===== src/rtl/unidade_controle.sv =====
// Multicycle control unit for the 64-bit RISC-V datapath.
// Moore FSM sequencing fetch/decode/execute/memory/write-back; every enable
// and mux select is a decode of the state register and the latched opcode.
//
// state | meaning
// ------+------------------------------------------------------------
// RESET | after reset, all enables low, go to FETCH
// FETCH | weIR=1, opcode latched on exit edge
// DECODE| check latched opcode: supported -> EXEC, else TRAP
// EXEC  | ALU/adders settle; LOAD/STORE -> MEM, BRANCH -> PCUPD, else WB
// MEM   | weMem=1 for STORE; STORE -> PCUPD, LOAD -> WB
// WB    | weReg=1 and wePC=1 together, -> FETCH
// PCUPD | wePC=1, -> FETCH
// TRAP  | illegal=1, enables low, held until reset

module unidade_controle (
   input  logic        clock,
   input  logic        reset,
   input  logic [6:0]  opcode,
   output logic        weIR,
   output logic        wePC,
   output logic        weReg,
   output logic        weMem,
   output logic        sinalMux1,
   output logic [1:0]  sinalMux2,
   output logic        sinalMux4,
   output logic        illegal,
   output logic [2:0]  estado,
   output logic [31:0] instret
);

   typedef enum logic [2:0] {
      S_RESET  = 3'd0,
      S_FETCH  = 3'd1,
      S_DECODE = 3'd2,
      S_EXEC   = 3'd3,
      S_MEM    = 3'd4,
      S_WB     = 3'd5,
      S_PCUPD  = 3'd6,
      S_TRAP   = 3'd7
   } t_state;

   localparam logic [6:0] OPC_LOAD   = 7'b0000011;
   localparam logic [6:0] OPC_STORE  = 7'b0100011;
   localparam logic [6:0] OPC_OP     = 7'b0110011;
   localparam logic [6:0] OPC_OPIMM  = 7'b0010011;
   localparam logic [6:0] OPC_AUIPC  = 7'b0010111;
   localparam logic [6:0] OPC_BRANCH = 7'b1100011;
   localparam logic [6:0] OPC_JAL    = 7'b1101111;
   localparam logic [6:0] OPC_JALR   = 7'b1100111;

   t_state      r_state;
   logic [6:0]  r_opcode_q;
   logic [31:0] r_instret;

   logic w_supported;
   logic w_is_load;
   logic w_is_store;
   logic w_is_branch;
   logic w_sel_valid;

   assign w_is_load   = (r_opcode_q == OPC_LOAD);
   assign w_is_store  = (r_opcode_q == OPC_STORE);
   assign w_is_branch = (r_opcode_q == OPC_BRANCH);

   // Supported-opcode check on the latched opcode
   always_comb begin
      w_supported = 1'b0;
      case (r_opcode_q)
         OPC_LOAD, OPC_STORE, OPC_OP, OPC_OPIMM,
         OPC_AUIPC, OPC_BRANCH, OPC_JAL, OPC_JALR: w_supported = 1'b1;
         default:                                  w_supported = 1'b0;
      endcase
   end

   // State register, opcode latch and retired-instruction counter
   always_ff @(posedge clock or posedge reset) begin
      if (reset) begin
         r_state    <= S_RESET;
         r_opcode_q <= 7'd0;
         r_instret  <= 32'd0;
      end else begin
         if (wePC)
            r_instret <= r_instret + 32'd1;
         case (r_state)
            S_RESET:  r_state <= S_FETCH;
            S_FETCH: begin
               r_opcode_q <= opcode;
               r_state    <= S_DECODE;
            end
            S_DECODE: r_state <= w_supported ? S_EXEC : S_TRAP;
            S_EXEC: begin
               if (w_is_load || w_is_store)
                  r_state <= S_MEM;
               else if (w_is_branch)
                  r_state <= S_PCUPD;
               else
                  r_state <= S_WB;
            end
            S_MEM:    r_state <= w_is_store ? S_PCUPD : S_WB;
            S_WB:     r_state <= S_FETCH;
            S_PCUPD:  r_state <= S_FETCH;
            S_TRAP:   r_state <= S_TRAP;
            default:  r_state <= S_RESET;
         endcase
      end
   end

   // Selects only carry meaning while an instruction is in flight
   assign w_sel_valid = (r_state == S_DECODE) || (r_state == S_EXEC) ||
                        (r_state == S_MEM)    || (r_state == S_WB)   ||
                        (r_state == S_PCUPD);

   // Moore output decode: state register and latched opcode only
   always_comb begin
      weIR      = 1'b0;
      wePC      = 1'b0;
      weReg     = 1'b0;
      weMem     = 1'b0;
      illegal   = 1'b0;
      sinalMux1 = 1'b0;
      sinalMux2 = 2'd0;
      sinalMux4 = 1'b0;
      case (r_state)
         S_FETCH: weIR = 1'b1;
         S_MEM:   weMem = w_is_store;
         S_WB: begin
            weReg = 1'b1;
            wePC  = 1'b1;
         end
         S_PCUPD: wePC = 1'b1;
         S_TRAP:  illegal = 1'b1;
         default: ;
      endcase
      if (w_sel_valid) begin
         sinalMux1 = (r_opcode_q == OPC_OP) || w_is_branch;
         sinalMux4 = (r_opcode_q == OPC_JALR);
         case (r_opcode_q)
            OPC_LOAD:           sinalMux2 = 2'd0;
            OPC_OP, OPC_OPIMM:  sinalMux2 = 2'd1;
            OPC_JAL, OPC_JALR:  sinalMux2 = 2'd2;
            OPC_AUIPC:          sinalMux2 = 2'd3;
            default:            sinalMux2 = 2'd0;
         endcase
      end
   end

   assign estado  = r_state;
   assign instret = r_instret;

endmodule


===== config.mk =====
export PLATFORM = sky130hd
export DESIGN_NAME = unidade_controle
export DESIGN_NICKNAME = d
export VERILOG_FILES = /design/src/rtl/unidade_controle.sv
export SDC_FILE = /design/constraint.sdc
export NUM_CORES = 1
export LEC_CHECK = 0
export ABC_AREA = 1
export CORE_MARGIN = 5
export CORE_UTILIZATION = 45
export DETAILED_ROUTE_END_ITERATION = 16
export PLACE_DENSITY = 0.79
export SLEW_MARGIN = 10
export SYNTH_ARGS = -nofsm -noshare
export SYNTH_HDL_FRONTEND = slang
export SYNTH_SLANG_ARGS = --single-unit

===== constraint.sdc =====
create_clock -name clock -period 1.5 [get_ports clock]
set_input_delay 0.3 -clock clock [delete_from_list [all_inputs] [get_ports clock]]
set_output_delay 0.3 -clock clock [all_outputs]
set_load 0.01 [all_outputs]

==> key figures <==
Synth
  • Number of synthesized register bits: 42
  • Number of synthesized flops with an enable pin: 0
  • Post-Syn Area per Cell: 7.20 sq um
  • Area contributors post-synth: dfrtp_1 (44%), nand2_1 (19%), nor2_1 (7.7%)
  • Register area share after synthesis: 0.443
  • Distinct cells, synth: 23
  • Post-synthesis cell area: 0.00237 sq mm
  • Yosys top cell by area: dfrtp_1
  • Syn Nets: 340
  • Ys async rst share: 1.00
  • Cells after Synth: 330
  • Top-area cell type share of the netlist area: 0.443
  • Most common flop cell mapped by yosys: dfrtp_1
  • Synth Warn #: 0

STA
  • Min cycle time layout: 1.73 ns
  • Hold Violations, Final: 0
  • Final TNS setup: -2.48 ns
  • Max Freq: 0.579 GHz
  • Worst slew margin: 0.558
  • Worst clock skew: 0.0135 ns
  • Setup violators final: 25
  • Measured slew at the worst slew-check pin: 0.657 ns
  • Setup ws final: -0.227 ns
  • Slew Limit Fails: 0
  • Fin crit share: 1.15
  • RSZ-0062 raised after global routing: yes

Power and ir drop
  • LEAKAGE: 2.26 nW
  • Design Power: 4.96 mW
  • VDD IR-drop max: 1.11 mV
  • PD cells: 1220 mW/mm^2

Detailed routing
  • Initial DRT Pass Iterations: 5
  • Antenna-violating nets left: 0
  • Via-per-instance ratio: 5.36
  • Average wire per standard cell: 15.7 um
  • WL final: 8.46 mm
  • Vias: 2881
  • # DRC: 0
  • DR iter-0 viols: 246

Min path
  • Worst hold path class: input pin to asynchronous set/reset pin

Run
  • Max-Cap Viols: 0

Critical path
  • Crit-path max cell delay: 0.41 ns
  • Slowest cell on crit path: dfrtp_1
  • Critical path class: flop to output pin
  • Startpoint types: flop
  • Req. time, crit path: 1.20 ns
  • Worst-path cell chain: inv_1 -> nor3_1 -> nand2_1 -> a21oi_1 -> buf_2
  • Beginning of the critical path: r_opcode_q[2]
  • Reg2reg start: instret[16]
  • Worst Path Buf+Inv: 2
  • Crit. End Element: output pin
  • CP arrival: 1.43 ns
  • Crit-path leading delay family: flip-flops
  • Worst-path fanout max: 3

Outcome
  • Violated checks: negative setup slack
  • Status: complete, but fails checks

Clock tree
  • Reg clk slew, reported paths: 0.09 ns
  • CTS max path bufs: 2
  • Clock Latency Late Sink: 0.30 ns
  • CTS tree: yes
  • CTS buffer count: 5
  • CTS HTree Levels: 2
  • Clock Sinks: 42
  • Clk root buf: clkbuf_8

Layout
  • Nets: 477
  • Diode count: 0
  • Layout cells sized above 1: 0.374
  • Area Growth Syn to Fin: 70.7%
  • Final instance area: 0.00405 sq mm
  • Fillers: 293

Floorplan
  • Core outline area: 0.00511 sq mm
  • Rows: 26
  • Starting Density: 0.465
  • Ports: 53
  • Die area: 0.00683 sq mm
  • Chip height: 82.6 um
  • Die width: 82.6 um

Global route
  • Total gr overflow: 0
  • Global-route wire length before repair: 11.4 mm
  • Gr usage total: 0.214
  • Initial antenna violation count: 0
  • Number of global-route vias before repair: 2656
  • Largest net degree at the start of global routing: 43

Place
  • Port-buffer cells: 52
  • Post-DP Area: 0.00322 sq mm
  • GPL Wtd Cong: 0.862
  • Hpwl dp: 4.41 mm
==> cell type report <==
class                   instances  area [sq um]  area share
inverters                      40           150      0.0370
clock inverters                 2          37.5     0.00926
repair buffers                134          1210       0.299
clock buffers                   6          72.6      0.0179
flip-flops and latches         42          1050       0.260
well taps                      70          87.6      0.0216
multi-input cells             244          1440       0.354
==> through the flow <==
stage                     utilization  instances  hold WS, ns  worst slack, ns
after CTS                       0.712        526        0.362           -0.209
after floorplan                     -        330        0.417           0.0260
after global placement          0.630        480        0.483           -0.283
after detailed placement        0.630        480        0.486           -0.296
after global routing            0.793        538        0.367           -0.341
final                           0.793        538        0.345           -0.227
==> power by group <==
| part | switching [mW] | internal, mW | leakage (nW) |
|---|---|---|---|
| sequential | 0.185 | 1.34 | 0.557 |
| combinational | 1.26 | 1.26 | 1.65 |
| clock | 0.413 | 0.497 | 0.0514 |
| total | 1.86 | 3.10 | 2.26 |
==> Yosys cell counts (2+ instances only) <==
master and number:
nand3_1 19, o21ai_0 6, xor2_1 5, nand2_1 118
buf_6 2, buf_2 2, nor2_1 49, and2_1 4
nor3_1 6, nand4_1 10, xnor2_1 10, inv_1 40
nand3b_1 2, dfrtp_1 42, a21oi_1 4, nor2_4 4
==> registers in the layout (all words and copies together) (netlist names) <==
register,count
instret,32
r_opcode_q,7
estado,3
==> tightest hold or removal path, stage by stage <==
cell             delay, ns
clkdlybuf4s50_1       0.39
inv_1                 0.09
buf_12                0.24
==> worst paths after layout <==
check,to,slack (ns),depth (start not counted)
max,sinalMux2[1],-0.23,5
min,instret[21],0.34,3
max reg2reg,instret[24],-0.20,8
min reg2reg,instret[5],0.50,1
max in group asynchronous,estado[0],0.94,3
min in group clock,instret[5],0.50,1
==> cells by family (layout without fill, tap and decap cells) <==
group                    Yosys count  after routing  share of synthesized area
AO/OA/AOI/OAI                     13             13                     0.0300
flip-flops                        42             42                      0.443
XOR/XNOR                          15             15                     0.0553
adder cells (fa/ha/maj)            1              1                    0.00527
AND/OR/NAND/NOR                  215            215                      0.390
buffers and inverters             44            182                     0.0769
==> metal layers <==
metal  vias up  track usage  share of wire
met3        38       0.0445          0.077
met4         0       0.0654          0.036
li1       1298            -              -
met5         -            0              0
met1      1373        0.244           0.38
met2       172        0.397           0.51
==> placed cells by master (no fill, tap or decap), types with 3 or more instances in the layout <==
cell type / count
and2_1: 4
buf_2: 7
buf_4: 62
buf_6: 20
clkbuf_8: 5
clkdlybuf4s50_1: 8
dfrtp_1: 39
dfrtp_2: 3
dlygate4sd2_1: 18
dlymetal6s2s_1: 14
inv_1: 35
inv_2: 5
nand2_1: 96
nand2_2: 16
nand2_4: 7
nand3_1: 9
nand3_2: 8
nand3_4: 3
nand4_1: 10
nor2_1: 30
nor2_2: 11
nor2_4: 12
nor3_1: 4
o21ai_0: 5
xnor2_1: 9
xor2_1: 5
==> repair_timing <==
action / 4_1_cts / 5_1_grt
pin swaps: 11 / 44
resized for setup: 89 / 99
setup endpoints to repair: 49 / 48
hold buffers: 0 / 0
buffers inserted: 38 / 13
cloned: 0 / 2
(Power assumes the default switching activity.)
